--- config.mk ---
export PLATFORM = sky130hd
export DESIGN_NAME = qei_velocity
export DESIGN_NICKNAME = d
export VERILOG_FILES = /design/src/rtl/qei_velocity.sv
export SDC_FILE = /design/constraint.sdc
export NUM_CORES = 1
export LEC_CHECK = 0
export BUFFER_PORTS_ARGS = -buffer_cell sky130_fd_sc_hd__buf_2
export CAP_MARGIN = 20
export CORE_MARGIN = 3
export CORE_UTILIZATION = 54
export CTS_BUF_LIST = sky130_fd_sc_hd__clkbuf_2 sky130_fd_sc_hd__clkbuf_4 sky130_fd_sc_hd__clkbuf_8
export DETAILED_ROUTE_END_ITERATION = 6
export PLACE_DENSITY = 0.83
export REMOVE_ABC_BUFFERS = 1
export SLEW_MARGIN = 20
export SYNTH_ARGS = -nofsm -noshare
export SYNTH_HDL_FRONTEND = slang
export SYNTH_SLANG_ARGS = --single-unit
export TNS_END_PERCENT = 50
--- constraint.sdc ---
create_clock -name clk -period 7.8 [get_ports clk]
set_input_delay 1.56 -clock clk [delete_from_list [all_inputs] [get_ports clk]]
set_output_delay 1.56 -clock clk [all_outputs]
set_load 0.02 [all_outputs]
--- src/rtl/qei_velocity.sv ---
// Per-window velocity and unwrapped position from a wrapping quadrature count.
// One valid strobe per PERIOD enabled cycles; the first window after reset/clr only primes.
module qei_velocity #(
  parameter int NBITS  = 16,
  parameter int VBITS  = 16,
  parameter int PBITS  = 32,
  parameter int PERIOD = 50000
) (
  input  logic             clk,
  input  logic             rst,
  input  logic             clr,
  input  logic             en,
  input  logic [NBITS-1:0] count_i,
  output logic [VBITS-1:0] vel_o,
  output logic [PBITS-1:0] pos_o,
  output logic             sat_o,
  output logic             valid_o
);

  localparam int TW = (PERIOD > 1) ? $clog2(PERIOD) : 1;
  localparam logic [TW-1:0] TLAST = TW'(PERIOD - 1);
  localparam int WW = (NBITS > VBITS) ? NBITS : VBITS;
  localparam logic signed [WW-1:0] VMAX = {{(WW-VBITS+1){1'b0}}, {(VBITS-1){1'b1}}};
  localparam logic signed [WW-1:0] VMIN = {{(WW-VBITS+1){1'b1}}, {(VBITS-1){1'b0}}};

  typedef enum logic {PRIME, RUN} state_t;

  function automatic logic is_sat(input logic signed [NBITS-1:0] d);
    logic signed [WW-1:0] dx;
    dx = WW'(d);
    return (dx > VMAX) || (dx < VMIN);
  endfunction

  function automatic logic signed [VBITS-1:0] clamp_vel(input logic signed [NBITS-1:0] d);
    logic signed [WW-1:0] dx;
    dx = WW'(d);
    if (dx > VMAX)      return VBITS'(VMAX);
    else if (dx < VMIN) return VBITS'(VMIN);
    else                return VBITS'(dx);
  endfunction

  state_t                    state;
  logic [TW-1:0]             timer;
  logic [NBITS-1:0]          prev;

  logic                      tick_p0;
  logic signed [NBITS-1:0]   delta_p0;
  logic signed [VBITS-1:0]   vel_p0;
  logic                      sat_p0;
  logic signed [PBITS-1:0]   pos_p0;

  logic signed [VBITS-1:0]   vel_p1;
  logic signed [PBITS-1:0]   pos_p1;
  logic                      sat_p1;
  logic                      vld_p1;

  // Stage p0: window tick and modular delta against the previous sample
  assign tick_p0  = en && (timer == TLAST);
  assign delta_p0 = signed'(count_i - prev);
  assign vel_p0   = clamp_vel(delta_p0);
  assign sat_p0   = is_sat(delta_p0);
  // Position integrates the full delta, never the clamped velocity
  assign pos_p0   = pos_p1 + PBITS'(delta_p0);

  // Stage p1: registered outputs, updated once per window in RUN
  always_ff @(posedge clk) begin
    if (!rst || clr) begin
      timer  <= '0;
      prev   <= '0;
      state  <= PRIME;
      vel_p1 <= '0;
      pos_p1 <= '0;
      sat_p1 <= 1'b0;
      vld_p1 <= 1'b0;
    end else begin
      vld_p1 <= 1'b0;
      if (en) timer <= (timer == TLAST) ? '0 : timer + 1'b1;
      if (tick_p0) begin
        prev <= count_i;
        case (state)
          PRIME: state <= RUN;
          RUN: begin
            vel_p1 <= vel_p0;
            sat_p1 <= sat_p0;
            pos_p1 <= pos_p0;
            vld_p1 <= 1'b1;
          end
          default: state <= PRIME;
        endcase
      end
    end
  end

  assign vel_o   = vel_p1;
  assign pos_o   = pos_p1;
  assign sat_o   = sat_p1;
  assign valid_o = vld_p1;

endmodule

# Yosys cells after proc, flatten, opt, wreduce, memory -nomap -nowiden
# Cells that the tools add are included.
# totals
elab_cells	24
ff_bits	83
inputBits	20
# op_classes
n_addsub	3
n_eq_ne	1
mux	4
n_reduce_logical	6
bitwise_logic	1
magnitude_cmp	2
# ops
operator	n
16-bit two-way mux	3
32-bit by 16-bit adder with 32-bit output	1
16-bit by 1-bit adder with 16-bit output, second input constant	1
16-bit == test, second input constant	1
16-bit > comparator, second input constant	1
16-bit less-than comparator, second input constant	1
16-bit subtractor	1
1-bit logical OR	2
2-bit AND reduction	1
2-bit OR reduction	1
1-bit logical AND	1
1-bit zero test	1
1-bit two-way mux	1
1-bit inverter	1

# Depth between registers and ports, before layout
# Gate-level depths: netlist of the first run.
# logic_depth
word_depth	4
ltp_mapped	21

# Worst setup path after synthesis of the first run
# OpenSTA, ideal clock, no wires.
# synth_timing
path_kind	input -> register
start	input port count_i[1]
end	register pos_p1[31], in the netlist pos_o[31]
setup_time_ps	72
stages	18
setup_slack_ps	2588
t_required_ps	7728
arrival_time_ps	5140
n_path_buf	0
path_cell_list	ha_1 nor2b_1 o2111ai_1 and4_1 o31ai_1 a211oi_1 xnor2_1 inv_1 ha_1 a21o_1 a21o_1 a21oi_1 o21ai_0 o211ai_1 nand2_1 a221o_1 mux2i_1 mux2i_1
# synth_between
elab_chain_len	2
# synth_lines
item	line	source
start: declaration	13	input logic [NBITS-1:0] count_i,
16-bit subtractor	59	assign delta_p0 = signed'(count_i - prev);
32-bit by 16-bit adder with 32-bit output	63	assign pos_p0 = pos_p1 + PBITS'(delta_p0);
end signal: assignment	85	pos_p1 <= pos_p0;
end: declaration	53	logic signed [PBITS-1:0] pos_p1;
# No other way between the ends.
# A chain may end at the register's enable or synchronous reset.

# Worst setup path after layout of the first run
# Ends and elaborated chain as after synthesis.

==> results.md, run 1 <==
- Layout area overhead: 12.5%
- Root Driver: clkbuf_8
- # fillers: 828
- First-pass GRT wire length: 21000 µm
- Final setup vio count: 0
- Area after DPL: 0.00572 mm²
- FF+latch count, synth: 83
- Input/output buffers: 69
- Hold Crit Class: reg2reg
- Worst slew pin tran: 1.05 ns
- Status: finished clean
- Wirelength per Cell: 14.5 µm
- N_diodes: 0
- Cell row count: 35
- Worst r2r dst: pos_o[31]$_SDFFE_PP0P_
- Power Density: 148 mW/mm²
- Postcts setup bufs: 0
- F_max: 175 MHz
- Crit path max fanout: 17
- Clock skew: 0.0117 ns
- Share of cells above drive strength 1: 14.4%
- Die W: 105 µm
- Final hold viol count: 0
- Commonest non-fill, non-tap cell in the layout: nand2_1
- Iteration-0 DRC Markers: 180
- CTS tree: done
- RSZ-0062 raised after global routing: no
- Post-Syn Area per Cell: 8.14 µm²
- Final Total Pwr: 876 µW
- GR Util met2: 40.7%
- Final Instance Area: 0.00593 mm²
- Reg2reg start: prev[1]$_SDFFE_PP0P_
- Starting Density: 56.3%
- Worst Setup EP: pos_o[31]$_SDFFE_PP0P_
- Seq/Total Area, Yosys: 31.5%
- Pins Over Slew Limit: 0
- Total number of vias: 4738
- Post_cts resized: 0
- Dominant cell type by area after synthesis: dfxtp_1
- Clock-pin slew on the worst setup and hold paths: 0.09 ns
- Pre-CTS WS: 1.81 ns
- Die Y: 105 µm
- MaxCap Viol Count: 0
- Met3 Use GR: 5.00%
- Routed WL: 12200 µm
- WS Path Type: in2reg
- Warnings from Yosys: 0
- Met1 usage: 26.5%
- Via/cell ratio: 5.62
- R2R cell count: 19
- Core area: 0.00937 mm²
- Hpwl dp: 8830 µm
- Async S/R FF share, synth: 0%
- Number of enable-type register cells in the synthesized netlist: 0
- Reg2Reg Setup Slack: 3.00 ns
- Hold buffer count at CTS: 0
- Fin worst setup slack: 2.10 ns
- Grt total ovfl: 0
- Max IR drop VDD: 0.0982 mV
- Pre-antenna DRT Iters: 5
- Distinct cell type count after synthesis: 59
- Number of global-route vias before repair: 4757
- Critical path data arrival time: 6.01 ns
- Die Area: 0.0110 mm²
- H-tree Lvls: 3
- DRC Markers: 0
- Skew-Pair Late Insertion Delay: 0.37 ns
- GP Congestion: 0.857
- TritonCTS Buffers: 9
- Syn Inst Count: 648
- TNS Setup: 0 ns
- Pleak: 0.00266 µW
- Clk buf depth: 2
- CTS Sinks: 83
- Fin crit share: 73.1%
- Initial antenna violation count: 0
- Startpoint Class: input pin
- Slew headroom: 30.2%
- Largest net degree at the start of global routing: 64
- Reg area: 0.00166 mm²
- Ranking of synthesized cells by area: dfxtp_1 32%, ha_1 12%, nand2_1 6.9%
- Post-Syn Area: 0.00527 mm²
- Most frequent cells in the layout: 97 x nand2_1, 83 x dfxtp_1, 71 x a21oi_1
- Min Tclk post-route: 5.70 ns
- Post-synth top area share: 31.5%
- GR Util All Layers: 22.6%
- Critical Path RT: 8.10 ns
- Type of destination of the critical path: register
- IO Pins: 70
- Critical path startpoint: count_i[1]
- Nets: 782
- Synth Flop Type: dfxtp_1
- GR peak layer: met2
- Area of the multi-input gates: 0.00341 mm²
- Antenna-violating nets left: 0
- Finished Core Util: 63.3%
-- where the power goes --
part           switching, µW  internal [µW]
Sequential             0.361            424
Combinational           77.7           47.9
Clock                    173            153
-- cell families after synthesis --
kind of cell,count (synthesis),synth area share [%]
and+or+nand+nor,233,20.1
AOI/OAI and AO/OA,157,20.0
muxes,18,3.42
DFF,83,31.5
xor gates and xnor gates,50,8.30
buffers and inverters,54,3.89
adders and majority gates,53,12.9
-- sequential cells by signal, indices dropped and copies added, names as in the netlist --
| name | flops |
|---|---|
| vel_o | 16 |
| sat_o | 1 |
| timer | 16 |
| state | 1 |
| valid_o | 1 |
| pos_o | 32 |
| prev | 16 |
-- Yosys cell counts (3+ instances only) --
cell and n:
o21ai_1 4, o21a_1 3, a21o_1 21, nor2_1 65
xnor2_1 28, inv_1 32, or3_1 4, o21ai_0 11
nand3_1 13, o21bai_1 4, a211oi_1 9, dfxtp_1 83
ha_1 51, nor2b_1 6, and4_1 4, nand3b_1 3
xor2_1 22, a31oi_1 5, nand2_1 97, nor3_1 8
nand4_1 8, nand2b_1 6, clkbuf_1 18, nor4b_1 3
and3_1 6, mux2i_1 18, a21oi_1 71, o211ai_1 7
-- per-layer routing --
| metal | vias to the layer above | wire (µm) |
|---|---|---|
| met4 | 0 | 185 |
| met2 | 121 | 6130 |
| met5 | - | 0 |
| li1 | 2393 | - |
| met1 | 2206 | 5220 |
| met3 | 18 | 642 |
-- stage by stage --
| stage | hold slack (ns) | std cells |
|---|---|---|
| finish | 0.459 | 843 |
| global placement | 0.443 | 827 |
| detailed placement | 0.448 | 827 |
| global route | 0.481 | 843 |
| floorplan | 0.446 | 626 |
| CTS | 0.461 | 843 |
-- worst min path at each step --
stage | startpoint | endpoint | slack [ns] | cells past startpoint
floorplan | state$_SDFFE_PP0P_ | state$_SDFFE_PP0P_ | 0.45 | 2
global placement | vel_o[3]$_SDFFE_PP0P_ | vel_o[3]$_SDFFE_PP0P_ | 0.44 | 2
detailed placement | vel_o[1]$_SDFFE_PP0P_ | vel_o[1]$_SDFFE_PP0P_ | 0.45 | 2
CTS | vel_o[10]$_SDFFE_PP0P_ | vel_o[10]$_SDFFE_PP0P_ | 0.46 | 2
global route | vel_o[1]$_SDFFE_PP0P_ | vel_o[1]$_SDFFE_PP0P_ | 0.48 | 2
finish | vel_o[1]$_SDFFE_PP0P_ | vel_o[1]$_SDFFE_PP0P_ | 0.46 | 2
-- worst max-delay path, stage by stage --
cell and delay [ns]:
buf_2 0.13, ha_1 0.28, nor2b_1 0.17, o2111ai_1 0.15
and4_1 0.21, o31ai_1 0.54, a211oi_1 0.18, xnor2_1 0.19
inv_1 0.46, ha_1 0.40, a21o_1 0.21, a21o_1 0.18
a21oi_1 0.13, o21ai_0 0.13, o211ai_1 0.25, nand2_1 0.10
a221o_1 0.35, mux2i_1 0.19, mux2i_1 0.19
-- layout make-up --
type	instances	share of cell area, %
Multi-Input combinational cell	511	57.5
Sequential cell	83	28.0
Timing Repair Buffer	72	6.20
Tap cell	129	2.72
Clock buffer	9	2.09
Inverter	32	2.02
Clock inverter	7	1.43
Power figures use the tool's default switching activity.
==> run 2: changes to the inputs <==
Clock period 7.8 ns to 5.9 ns, I/O delays scaled along.
==> run 2 against run 1 <==
  * Sequential cell count is the same
  * Sequential power grew 32%
  * First-iteration DRC count grew 16%
  * Die area did not move
  * Worst setup slack lost 1.4 ns
  * Global-route usage down 0.21 points
  * Count of clock-buffer cells in the layout is 2 higher
  * Largest power group unchanged
==> results.md, run 2 (synthesis gave the netlist of run 1 again) <==
- Max incr delay on CP: 0.52 ns
- Commonest non-fill, non-tap cell in the layout: nand2_1
- Wirelength per Cell: 14.3 µm
- Power Density: 197 mW/mm²
- Iteration-0 DRC Markers: 208
- Via/cell ratio: 5.65
- N_diodes: 0
- Reg2reg start: prev[1]$_SDFFE_PP0P_
- Starting Density: 56.3%
- Max reg flops: 32
- Met1 usage: 26.0%
- Crit-path leading delay family: compound AO/OA/AOI/OAI gates
- First-pass GRT wire length: 20900 µm
- IO Pins: 70
- Initial antenna violation count: 0
- Slew headroom: 34.7%
- Antenna-violating nets left: 0
- Pre-antenna DRT Iters: 5
- Non-filler cells, final: 846
- Die Y: 105 µm
- DRC Markers: 0
- Number of global-route vias before repair: 4779
- F_max: 191 MHz
- Grt total ovfl: 0
- Crit-path slowest cell: o31ai_1
- CTS Sinks: 83
- Hold Crit Start: vel_o[1]$_SDFFE_PP0P_
- Hpwl dp: 9060 µm
- Critical path startpoint: count_i[1]
- Clock-pin slew on the worst setup and hold paths: 0.09 ns
- Worst slew pin tran: 0.978 ns
- Pleak: 0.00268 µW
- DP Cell Count: 830
- GR peak layer: met2
- Max IR drop VDD: 0.121 mV
- H-tree Lvls: 3
- Hold buffer count at CTS: 0
- Type of destination of the critical path: register
- Critical Path RT: 6.19 ns
- TritonCTS Buffers: 9
- Die Area: 0.0110 mm²
- Share of cells above drive strength 1: 14.8%
- Skew-Pair Late Insertion Delay: 0.36 ns
- GR Util All Layers: 22.4%
- Routed WL: 12100 µm
- Status: finished clean
- Pins Over Slew Limit: 0
- MaxCap Viol Count: 0
- Hold Crit Class: reg2reg
- Fin Hold WS: 0.460 ns
- TNS Setup: 0 ns
- Clk buf depth: 2
- Startpoint Class: input pin
- Input/output buffers: 69
- R2R cell count: 19
- Layout area overhead: 13.1%
- Nets: 785
- Final hold viol count: 0
- CTS tree: done
- GP Congestion: 0.897
- Clock skew: 0.0154 ns
- Final setup vio count: 0
- Critical path data arrival time: 5.52 ns
- WS Path Type: in2reg
- Fin crit share: 88.7%
- Min Tclk post-route: 5.23 ns
- Crit path max fanout: 11
- Critical path cell sequence: buf_2, ha_1, nor2b_1, o2111ai_1, and4_1, o31ai_1, a211oi_1, xnor2_1, inv_1, ha_1, a21o_1, a21o_1, a21oi_1, o21ai_0, o211ai_1, nand2_1, a221o_1, mux2i_1, mux2i_1
- Crit path depth: 19
- Post_cts resized: 0
- Hold Path Cell Cnt: 2
- Total number of vias: 4781
- Met3 Use GR: 5.44%
- Most frequent cells in the layout: 97 x nand2_1, 83 x dfxtp_1, 71 x a21oi_1
- RSZ-0062 raised after global routing: no
- Core area: 0.00937 mm²
- Worst path buffer plus inverter count: 2
- Largest net degree at the start of global routing: 64
- Cell row count: 35
- Root Driver: clkbuf_8
- Die W: 105 µm
- Postcts setup bufs: 0
- Final Total Pwr: 1180 µW
- GR Util met2: 39.9%
==> run 2: final cells by class <==
cell class / count / area [µm²]
clock buffers: 11 / 151
clock inverters: 5 / 67.6
fillers: 842 / 3410
inverters: 32 / 120
multi-input cells: 511 / 3410
flip-flops and latches: 83 / 1660
well taps: 129 / 161
repair buffers: 75 / 390
==> run 2: path summary, 6_finish.rpt <==
path | to | slack (ns)
worst max-delay path | pos_o[31]$_SDFFE_PP0P_ | 0.67
worst min-delay path | vel_o[1]$_SDFFE_PP0P_ | 0.46
worst max register to register | pos_o[31]$_SDFFE_PP0P_ | 1.22
worst min register to register | vel_o[1]$_SDFFE_PP0P_ | 0.46
==> run 2: per-stage QoR <==
| stage | area [µm²] | utilization (%) | setup WS (ns) |
|---|---|---|---|
| finish | 5960 | 63.6 | 0.669 |
| global route | 5960 | 63.6 | 0.397 |
| CTS | 5960 | 63.6 | 0.747 |
| detailed placement | 5750 | 61.3 | 0.365 |
| global placement | 5750 | 61.3 | 0.608 |
| floorplan | 5190 | - | 1.07 |
==> run 2: metal layers <==
layer / up-vias / wire (µm)
met5: - / 0
met4: 0 / 200
met3: 23 / 730
met2: 127 / 6040
met1: 2235 / 5140
li1: 2396 / -
==> run 2: report_power, final <==
group,leakage (µW),internal (µW),switching (µW)
sequential,0.000668,560,0.547
combinational,0.00190,65.8,104
clock,0.000112,225,222
==> run 2: worst register-to-register path: cells and delay by family, from the launching register on <==
family | cells | cell delay (ns)
AOI/OAI and AO/OA | 9 | 2.04
adders and majority gates | 2 | 0.71
and+or+nand+nor | 3 | 0.51
muxes | 2 | 0.40
DFF | 1 | 0.34
buffers and inverters | 2 | 0.33
xor gates and xnor gates | 1 | 0.27
